<file path="src/rtl/alu_arb_pkg.sv">
// Shared types, field widths and round-robin helpers for the ALU sharing arbiter.
package alu_arb_pkg;

    typedef enum logic [1:0] {
        IDLE = 2'd0,
        EXEC = 2'd1,
        RESP = 2'd2
    } arb_state_t;

    localparam int OPC_W   = 7;
    localparam int F3_W    = 3;
    localparam int UIMM_W  = 20;
    localparam int IMM_W   = 12;
    localparam int SHAMT_W = 5;

    localparam int MAX_REQ = 4;
    localparam int IDX_W   = 2;

    // Returns {any, index} of the first set request at or above ptr, wrapping at n.
    function automatic logic [IDX_W:0] rr_pick(input logic [MAX_REQ-1:0] req,
                                               input logic [IDX_W-1:0]   ptr,
                                               input int                 n);
        logic [IDX_W:0] pick;
        int             idx;
        pick = '0;
        for (int k = MAX_REQ - 1; k >= 0; k--) begin
            if (k < n) begin
                idx = int'(ptr) + k;
                if (idx >= n) idx = idx - n;
                if (req[IDX_W'(idx)]) pick = {1'b1, IDX_W'(idx)};
            end
        end
        return pick;
    endfunction

    function automatic logic [IDX_W-1:0] rr_next(input logic [IDX_W-1:0] idx, input int n);
        return (int'(idx) == n - 1) ? '0 : idx + 1'b1;
    endfunction

endpackage

</file>
<file path="src/rtl/rr_grant.sv">
// Combinational round-robin picker: one-hot grant, its index and an any-request flag.
module rr_grant
    import alu_arb_pkg::*;
#(
    parameter int N_REQ = 2
) (
    input  logic [N_REQ-1:0] i_req,
    input  logic [IDX_W-1:0] i_ptr,
    output logic [N_REQ-1:0] o_grant,
    output logic [IDX_W-1:0] o_idx,
    output logic             o_any
);

    logic [MAX_REQ-1:0] w_req_ext;
    logic [IDX_W:0]     w_pick;

    assign w_req_ext = MAX_REQ'(i_req);
    assign w_pick    = rr_pick(w_req_ext, i_ptr, N_REQ);
    assign o_any     = w_pick[IDX_W];
    assign o_idx     = w_pick[IDX_W-1:0];

    always_comb begin
        o_grant = '0;
        for (int i = 0; i < N_REQ; i++) begin
            o_grant[i] = o_any && (o_idx == IDX_W'(i));
        end
    end

endmodule

</file>
<file path="src/rtl/alu_share_arbiter.sv">
// Shares one RV32I ALU between N_REQ requesters: arbitrate, drive the ALU for one
// cycle, then hold the captured result until the owning requester takes it.
module alu_share_arbiter
    import alu_arb_pkg::*;
#(
    parameter int N_REQ = 2,
    parameter int W     = 32
) (
    input  logic                     CLK,
    input  logic                     RST_N,
    input  logic [N_REQ-1:0]         REQ_VALID,
    output logic [N_REQ-1:0]         REQ_READY,
    input  logic [OPC_W*N_REQ-1:0]   REQ_OPCODE,
    input  logic [F3_W*N_REQ-1:0]    REQ_FUNCT3,
    input  logic [N_REQ-1:0]         REQ_FUNCT1,
    input  logic [W*N_REQ-1:0]       REQ_RS1_DATA,
    input  logic [W*N_REQ-1:0]       REQ_RS2_DATA,
    input  logic [W*N_REQ-1:0]       REQ_PC,
    input  logic [UIMM_W*N_REQ-1:0]  REQ_U_IMM20,
    input  logic [IMM_W*N_REQ-1:0]   REQ_IMM12,
    input  logic [SHAMT_W*N_REQ-1:0] REQ_RS2,
    output logic [OPC_W-1:0]         ALU_OPCODE,
    output logic [F3_W-1:0]          ALU_FUNCT3,
    output logic                     ALU_FUNCT1,
    output logic [W-1:0]             ALU_RS1_DATA,
    output logic [W-1:0]             ALU_RS2_DATA,
    output logic [W-1:0]             ALU_PC,
    output logic [UIMM_W-1:0]        ALU_U_IMM20,
    output logic [IMM_W-1:0]         ALU_IMM12,
    output logic [SHAMT_W-1:0]       ALU_RS2,
    input  logic [W-1:0]             ALU_OUT,
    output logic [N_REQ-1:0]         RSP_VALID,
    input  logic [N_REQ-1:0]         RSP_READY,
    output logic [W-1:0]             RSP_DATA,
    output logic                     BUSY
);

    arb_state_t         r_state;
    arb_state_t         w_next;
    logic [IDX_W-1:0]   r_ptr;
    logic [IDX_W-1:0]   r_owner;
    logic [N_REQ-1:0]   w_grant;
    logic [IDX_W-1:0]   w_gidx;
    logic               w_gany;
    logic               w_take;
    logic [N_REQ-1:0]   w_owner_oh;
    logic               w_rsp_ack;

    logic [OPC_W-1:0]   w_sel_opc,  r_alu_opc;
    logic [F3_W-1:0]    w_sel_f3,   r_alu_f3;
    logic               w_sel_f1,   r_alu_f1;
    logic [W-1:0]       w_sel_rs1,  r_alu_rs1;
    logic [W-1:0]       w_sel_rs2,  r_alu_rs2;
    logic [W-1:0]       w_sel_pc,   r_alu_pc;
    logic [UIMM_W-1:0]  w_sel_uimm, r_alu_uimm;
    logic [IMM_W-1:0]   w_sel_imm,  r_alu_imm;
    logic [SHAMT_W-1:0] w_sel_sh,   r_alu_sh;
    logic [N_REQ-1:0]   r_rsp_valid;
    logic [W-1:0]       r_rsp_data;
    logic               r_busy;

    rr_grant #(.N_REQ(N_REQ)) u_rr_grant (
        .i_req   (REQ_VALID),
        .i_ptr   (r_ptr),
        .o_grant (w_grant),
        .o_idx   (w_gidx),
        .o_any   (w_gany)
    );

    // Gated by RST_N so READY also drops the moment reset asserts.
    assign REQ_READY = (RST_N && r_state == IDLE) ? w_grant : '0;
    assign w_take    = (r_state == IDLE) && w_gany;

    always_comb begin
        w_owner_oh = '0;
        for (int i = 0; i < N_REQ; i++) begin
            w_owner_oh[i] = (r_owner == IDX_W'(i));
        end
    end

    assign w_rsp_ack = |(RSP_READY & w_owner_oh);

    always_comb begin
        w_sel_opc  = '0;
        w_sel_f3   = '0;
        w_sel_f1   = 1'b0;
        w_sel_rs1  = '0;
        w_sel_rs2  = '0;
        w_sel_pc   = '0;
        w_sel_uimm = '0;
        w_sel_imm  = '0;
        w_sel_sh   = '0;
        for (int i = 0; i < N_REQ; i++) begin
            if (w_grant[i]) begin
                w_sel_opc  = REQ_OPCODE[i*OPC_W +: OPC_W];
                w_sel_f3   = REQ_FUNCT3[i*F3_W +: F3_W];
                w_sel_f1   = REQ_FUNCT1[i];
                w_sel_rs1  = REQ_RS1_DATA[i*W +: W];
                w_sel_rs2  = REQ_RS2_DATA[i*W +: W];
                w_sel_pc   = REQ_PC[i*W +: W];
                w_sel_uimm = REQ_U_IMM20[i*UIMM_W +: UIMM_W];
                w_sel_imm  = REQ_IMM12[i*IMM_W +: IMM_W];
                w_sel_sh   = REQ_RS2[i*SHAMT_W +: SHAMT_W];
            end
        end
    end

    always_comb begin
        w_next = r_state;
        case (r_state)
            IDLE:    if (w_take) w_next = EXEC;
            EXEC:    w_next = RESP;
            RESP:    if (w_rsp_ack) w_next = IDLE;
            default: w_next = IDLE;
        endcase
    end

    always_ff @(posedge CLK or negedge RST_N) begin
        if (!RST_N) begin
            r_state <= IDLE;
        end else begin
            r_state <= w_next;
        end
    end

    always_ff @(posedge CLK or negedge RST_N) begin
        if (!RST_N) begin
            r_ptr       <= '0;
            r_owner     <= '0;
            r_alu_opc   <= '0;
            r_alu_f3    <= '0;
            r_alu_f1    <= 1'b0;
            r_alu_rs1   <= '0;
            r_alu_rs2   <= '0;
            r_alu_pc    <= '0;
            r_alu_uimm  <= '0;
            r_alu_imm   <= '0;
            r_alu_sh    <= '0;
            r_rsp_valid <= '0;
            r_rsp_data  <= '0;
            r_busy      <= 1'b0;
        end else begin
            r_busy <= (w_next != IDLE);
            if (w_take) begin
                r_owner    <= w_gidx;
                r_ptr      <= rr_next(w_gidx, N_REQ);
                r_alu_opc  <= w_sel_opc;
                r_alu_f3   <= w_sel_f3;
                r_alu_f1   <= w_sel_f1;
                r_alu_rs1  <= w_sel_rs1;
                r_alu_rs2  <= w_sel_rs2;
                r_alu_pc   <= w_sel_pc;
                r_alu_uimm <= w_sel_uimm;
                r_alu_imm  <= w_sel_imm;
                r_alu_sh   <= w_sel_sh;
            end
            if (r_state == EXEC) begin
                r_rsp_data  <= ALU_OUT;
                r_rsp_valid <= w_owner_oh;
            end
            if (r_state == RESP && w_rsp_ack) begin
                r_rsp_valid <= '0;
            end
        end
    end

    assign ALU_OPCODE   = r_alu_opc;
    assign ALU_FUNCT3   = r_alu_f3;
    assign ALU_FUNCT1   = r_alu_f1;
    assign ALU_RS1_DATA = r_alu_rs1;
    assign ALU_RS2_DATA = r_alu_rs2;
    assign ALU_PC       = r_alu_pc;
    assign ALU_U_IMM20  = r_alu_uimm;
    assign ALU_IMM12    = r_alu_imm;
    assign ALU_RS2      = r_alu_sh;
    assign RSP_VALID    = r_rsp_valid;
    assign RSP_DATA     = r_rsp_data;
    assign BUSY         = r_busy;

endmodule

</file>
<file path="config.mk">
export PLATFORM = sky130hd
export DESIGN_NAME = alu_share_arbiter
export DESIGN_NICKNAME = d
export VERILOG_FILES = /design/src/rtl/alu_arb_pkg.sv /design/src/rtl/rr_grant.sv /design/src/rtl/alu_share_arbiter.sv
export SDC_FILE = /design/constraint.sdc
export NUM_CORES = 1
export LEC_CHECK = 0
export ABC_AREA = 1
export BUFFER_PORTS_ARGS = -buffer_cell sky130_fd_sc_hd__clkbuf_2
export CORE_AREA = 3 3 198 200
export CTS_BUF_LIST = sky130_fd_sc_hd__clkbuf_8
export DETAILED_ROUTE_END_ITERATION = 8
export DIE_AREA = 0 0 201 203
export GPL_ROUTABILITY_DRIVEN = 0
export GPL_TIMING_DRIVEN = 1
export PLACE_DENSITY = 0.53
export SLEW_MARGIN = 15
export SYNTH_ARGS = -nofsm -noshare
export SYNTH_HDL_FRONTEND = slang
export SYNTH_HIERARCHICAL = 1
export SYNTH_SLANG_ARGS = --single-unit
</file>
<file path="constraint.sdc">
create_clock -name CLK -period 1.9 [get_ports CLK]
set_clock_uncertainty 0.15 [all_clocks]
set_input_delay 0.285 -clock CLK [delete_from_list [all_inputs] [get_ports CLK]]
set_output_delay 0.285 -clock CLK [all_outputs]
set_load 0.03 [all_outputs]
</file>
==> results.cfg <==
[setup_path]
start_kind = flop
worst-setup-path-type = reg2out
slowest_stage = dfrtp_1
critPathMostFrequentCell = inv_2
cp.arrival_ns = 1.44
max_stage_delay_ns = 0.37
cp_max_fo = 2
required_ns = 1.46
crit_buf_inv = 4
critPathTopFamily = flip-flops
end_kind = output pin
cp_cell_sequence = inv_2, buf_6, a21oi_4, inv_2, nor2_2, clkbuf_8

[routing]
drt_iter0_markers = 626
dr.pass1.iters = 5
ant_nets = 0
route.detailed.drc = 0
wl_per_cell_um = 16.6
routed_wirelength_mm = 38.8
via_per_inst = 4.46
vias = 10400

[clock_tree]
cts-root-buf = clkbuf_8
cts_sinks = 185
clock_latency_ns = 0.49
htreeDepth = 4
cts_tree = built
cts_buffer_depth = 2
clk_pin_slew_ns = 0.10
cts_made_buffers = 17

[power_and_ir_drop]
switching_share_pct = 26.9
p_sw_mw = 2.21
power_leakage_nw = 8.06
power_frac_seq_pct = 47.9
ir_drop_uv = 408
p_total_mw = 8.21
pwr-share-comb_pct = 17.9
p_int_mw = 6.01
p_clk_share_pct = 34.2
power_per_cell_area_nw_per_um2 = 529

[global_route]
track_usage_pct = 17.9
grt_pass1_wl_mm = 58.8
grt_pass1_vias = 10800
grt_overflow = 0
grt_max_degree = 98
antenna_found_initial = 0

[logic_synthesis]
syn_nets = 1299
syn_avg_cell_area_um2 = 8.29
syn_area_um2 = 8070
synth-seq-cells = 185
async_flop_share_pct = 100
synth_edf_count = 0
yosys_warnings = 6
synthFlopType = dfrtp_1
synth-seq-area-share_pct = 57.4
syn_inst = 973
yosysUniqueCellTypes = 19

[finish]
syn2layout_area_growth_pct = 92.3
fin_util_pct = 41.3
nNetsFinal = 2134
drive_gt1_share_pct = 34.5
finalNonFillerCells = 2333
final_cell_mix = clkbuf_2, dlygate4sd3_1, a21oi_1
layout_commonest_cell = clkbuf_2
fin_area_um2 = 15500

[timing]
slew_headroom_pct = 58.7
fin_crit_ns = 1.88
slew_viol_final = 0
post-route-period-util_pct = 98.9
timing.fmax_ghz = 0.532
tightest_slew_ns = 0.619
rsz0062_at_grt = yes
setup_violations = 0
finalHoldViolations = 0

[hold_path]
hold_class = in2reg

[die]
fp.coreArea_um2 = 37600
die_x_um = 201
io_pins = 507
row_count = 71
die_y_um = 203
die_area_um2 = 40800
start_util_pct = 21.5

[place]
place_hpwl_mm = 23.6
place_inst = 1958
port_buffers = 506
placed_area_um2 = 11400

[outcome]
outcome = complete, no violations

[job]
drv_cap = 0
-- sequential cells by signal (all words and copies together), names as in the netlist --
register,flops
ALU_FUNCT3,3
ALU_RS1_DATA,32
BUSY,1
ALU_OPCODE,7
ALU_PC,32
ALU_IMM12,12
RSP_DATA,32
r_ptr,2
r_state,2
r_owner,2
RSP_VALID,2
ALU_RS2_DATA,32
ALU_U_IMM20,20
ALU_RS2,5
ALU_FUNCT1,1
-- timing repair --
item | 4_1_cts | 5_1_grt
gates cloned | 0 | 8
hold buffers | 324 | 0
setup buffers | 4 | 6
pin swaps | 4 | 15
gates resized for setup | 11 | 33
endpoints found under the hold margin | 366 | 0
setup endpoints to repair | 2 | 65
-- per-stage QoR --
stage / setup TNS, ns / worst slack [ns] / hold WS, ns
floorplan: 0 / 0.0223 / -0.161
global placement: 0 / 0.107 / 0.271
detailed placement: 0 / 0.105 / 0.276
CTS: -0.0748 / -0.0569 / 0.0225
global route: -0.818 / -0.0908 / 0.0703
finish: 0 / 0.0203 / 0.0867
-- metal layers --
layer / part of all wire [%] / GRT usage [%] / vias up
li1: - / - / 4847
met1: 40 / 21.3 / 4853
met2: 49 / 30.5 / 583
met3: 7.2 / 4.55 / 111
met4: 3.6 / 7.95 / 0
met5: 0 / 0 / -
-- final timing paths --
path	depth (start not counted)	to	start	slack [ns]
max	6	REQ_READY[1]	r_ptr[0]	0.02
min	6	RSP_VALID[0]	RSP_READY[1]	0.09
max reg2reg	11	ALU_IMM12[6]	r_ptr[1]	0.04
min reg2reg	2	RSP_DATA[0]	RSP_DATA[0]	0.34
max in group asynchronous	3	ALU_PC[12]	RST_N	0.79
min in group asynchronous	3	ALU_IMM12[11]	RST_N	0.28
-- Yosys cell counts, types with 2 or more instances --
master | n | area share (%)
buf_1 | 3 | 0.14
dfrtp_1 | 185 | 57
a21oi_1 | 290 | 18
buf_2 | 41 | 2.5
nand2_1 | 254 | 12
nor2_1 | 148 | 6.9
clkbuf_1 | 18 | 0.84
nand2_2 | 3 | 0.23
nand3_1 | 7 | 0.43
buf_4 | 8 | 0.74
inv_1 | 7 | 0.33
o21ai_0 | 2 | 0.12
-- worst register-to-register path: cells and delay by family, from the launching register on --
kind	cells	cell delay [ns]
flops	1	0.39
simple gates	3	0.27
buf+inv	6	0.68
compound gates	2	0.30
-- final cells by class --
cell class	count	area, µm²
Clock buffer	21	289
Clock inverter	11	108
Antenna cell	1	2.50
Timing Repair Buffer	886	6640
Sequential cell	185	4630
Inverter	9	38.8
Fill cell	3588	22100
Tap cell	511	639
Multi-Input combinational cell	709	3160
-- power by group through the flow --
| stage | logic, mW | clock network (mW) | registers (mW) |
|---|---|---|---|
| finish | 1.47 | 2.81 | 3.93 |
| detailed placement | 0.761 | 0 | 4.01 |
| CTS | 1.31 | 2.93 | 3.93 |
| global route | 1.58 | 3.08 | 3.94 |
| floorplan | 0.199 | 0 | 4.01 |
| global placement | 0.766 | 0 | 4.01 |
-- kinds of logic after synthesis --
| family | Yosys count | synth area share [%] |
|---|---|---|
| other | 1 | 0.0465 |
| and+or+nand+nor | 414 | 19.6 |
| AOI/OAI and AO/OA | 294 | 18.3 |
| buffers and inverters | 79 | 4.68 |
| DFF | 185 | 57.4 |
Power figures use the tool's default switching activity.
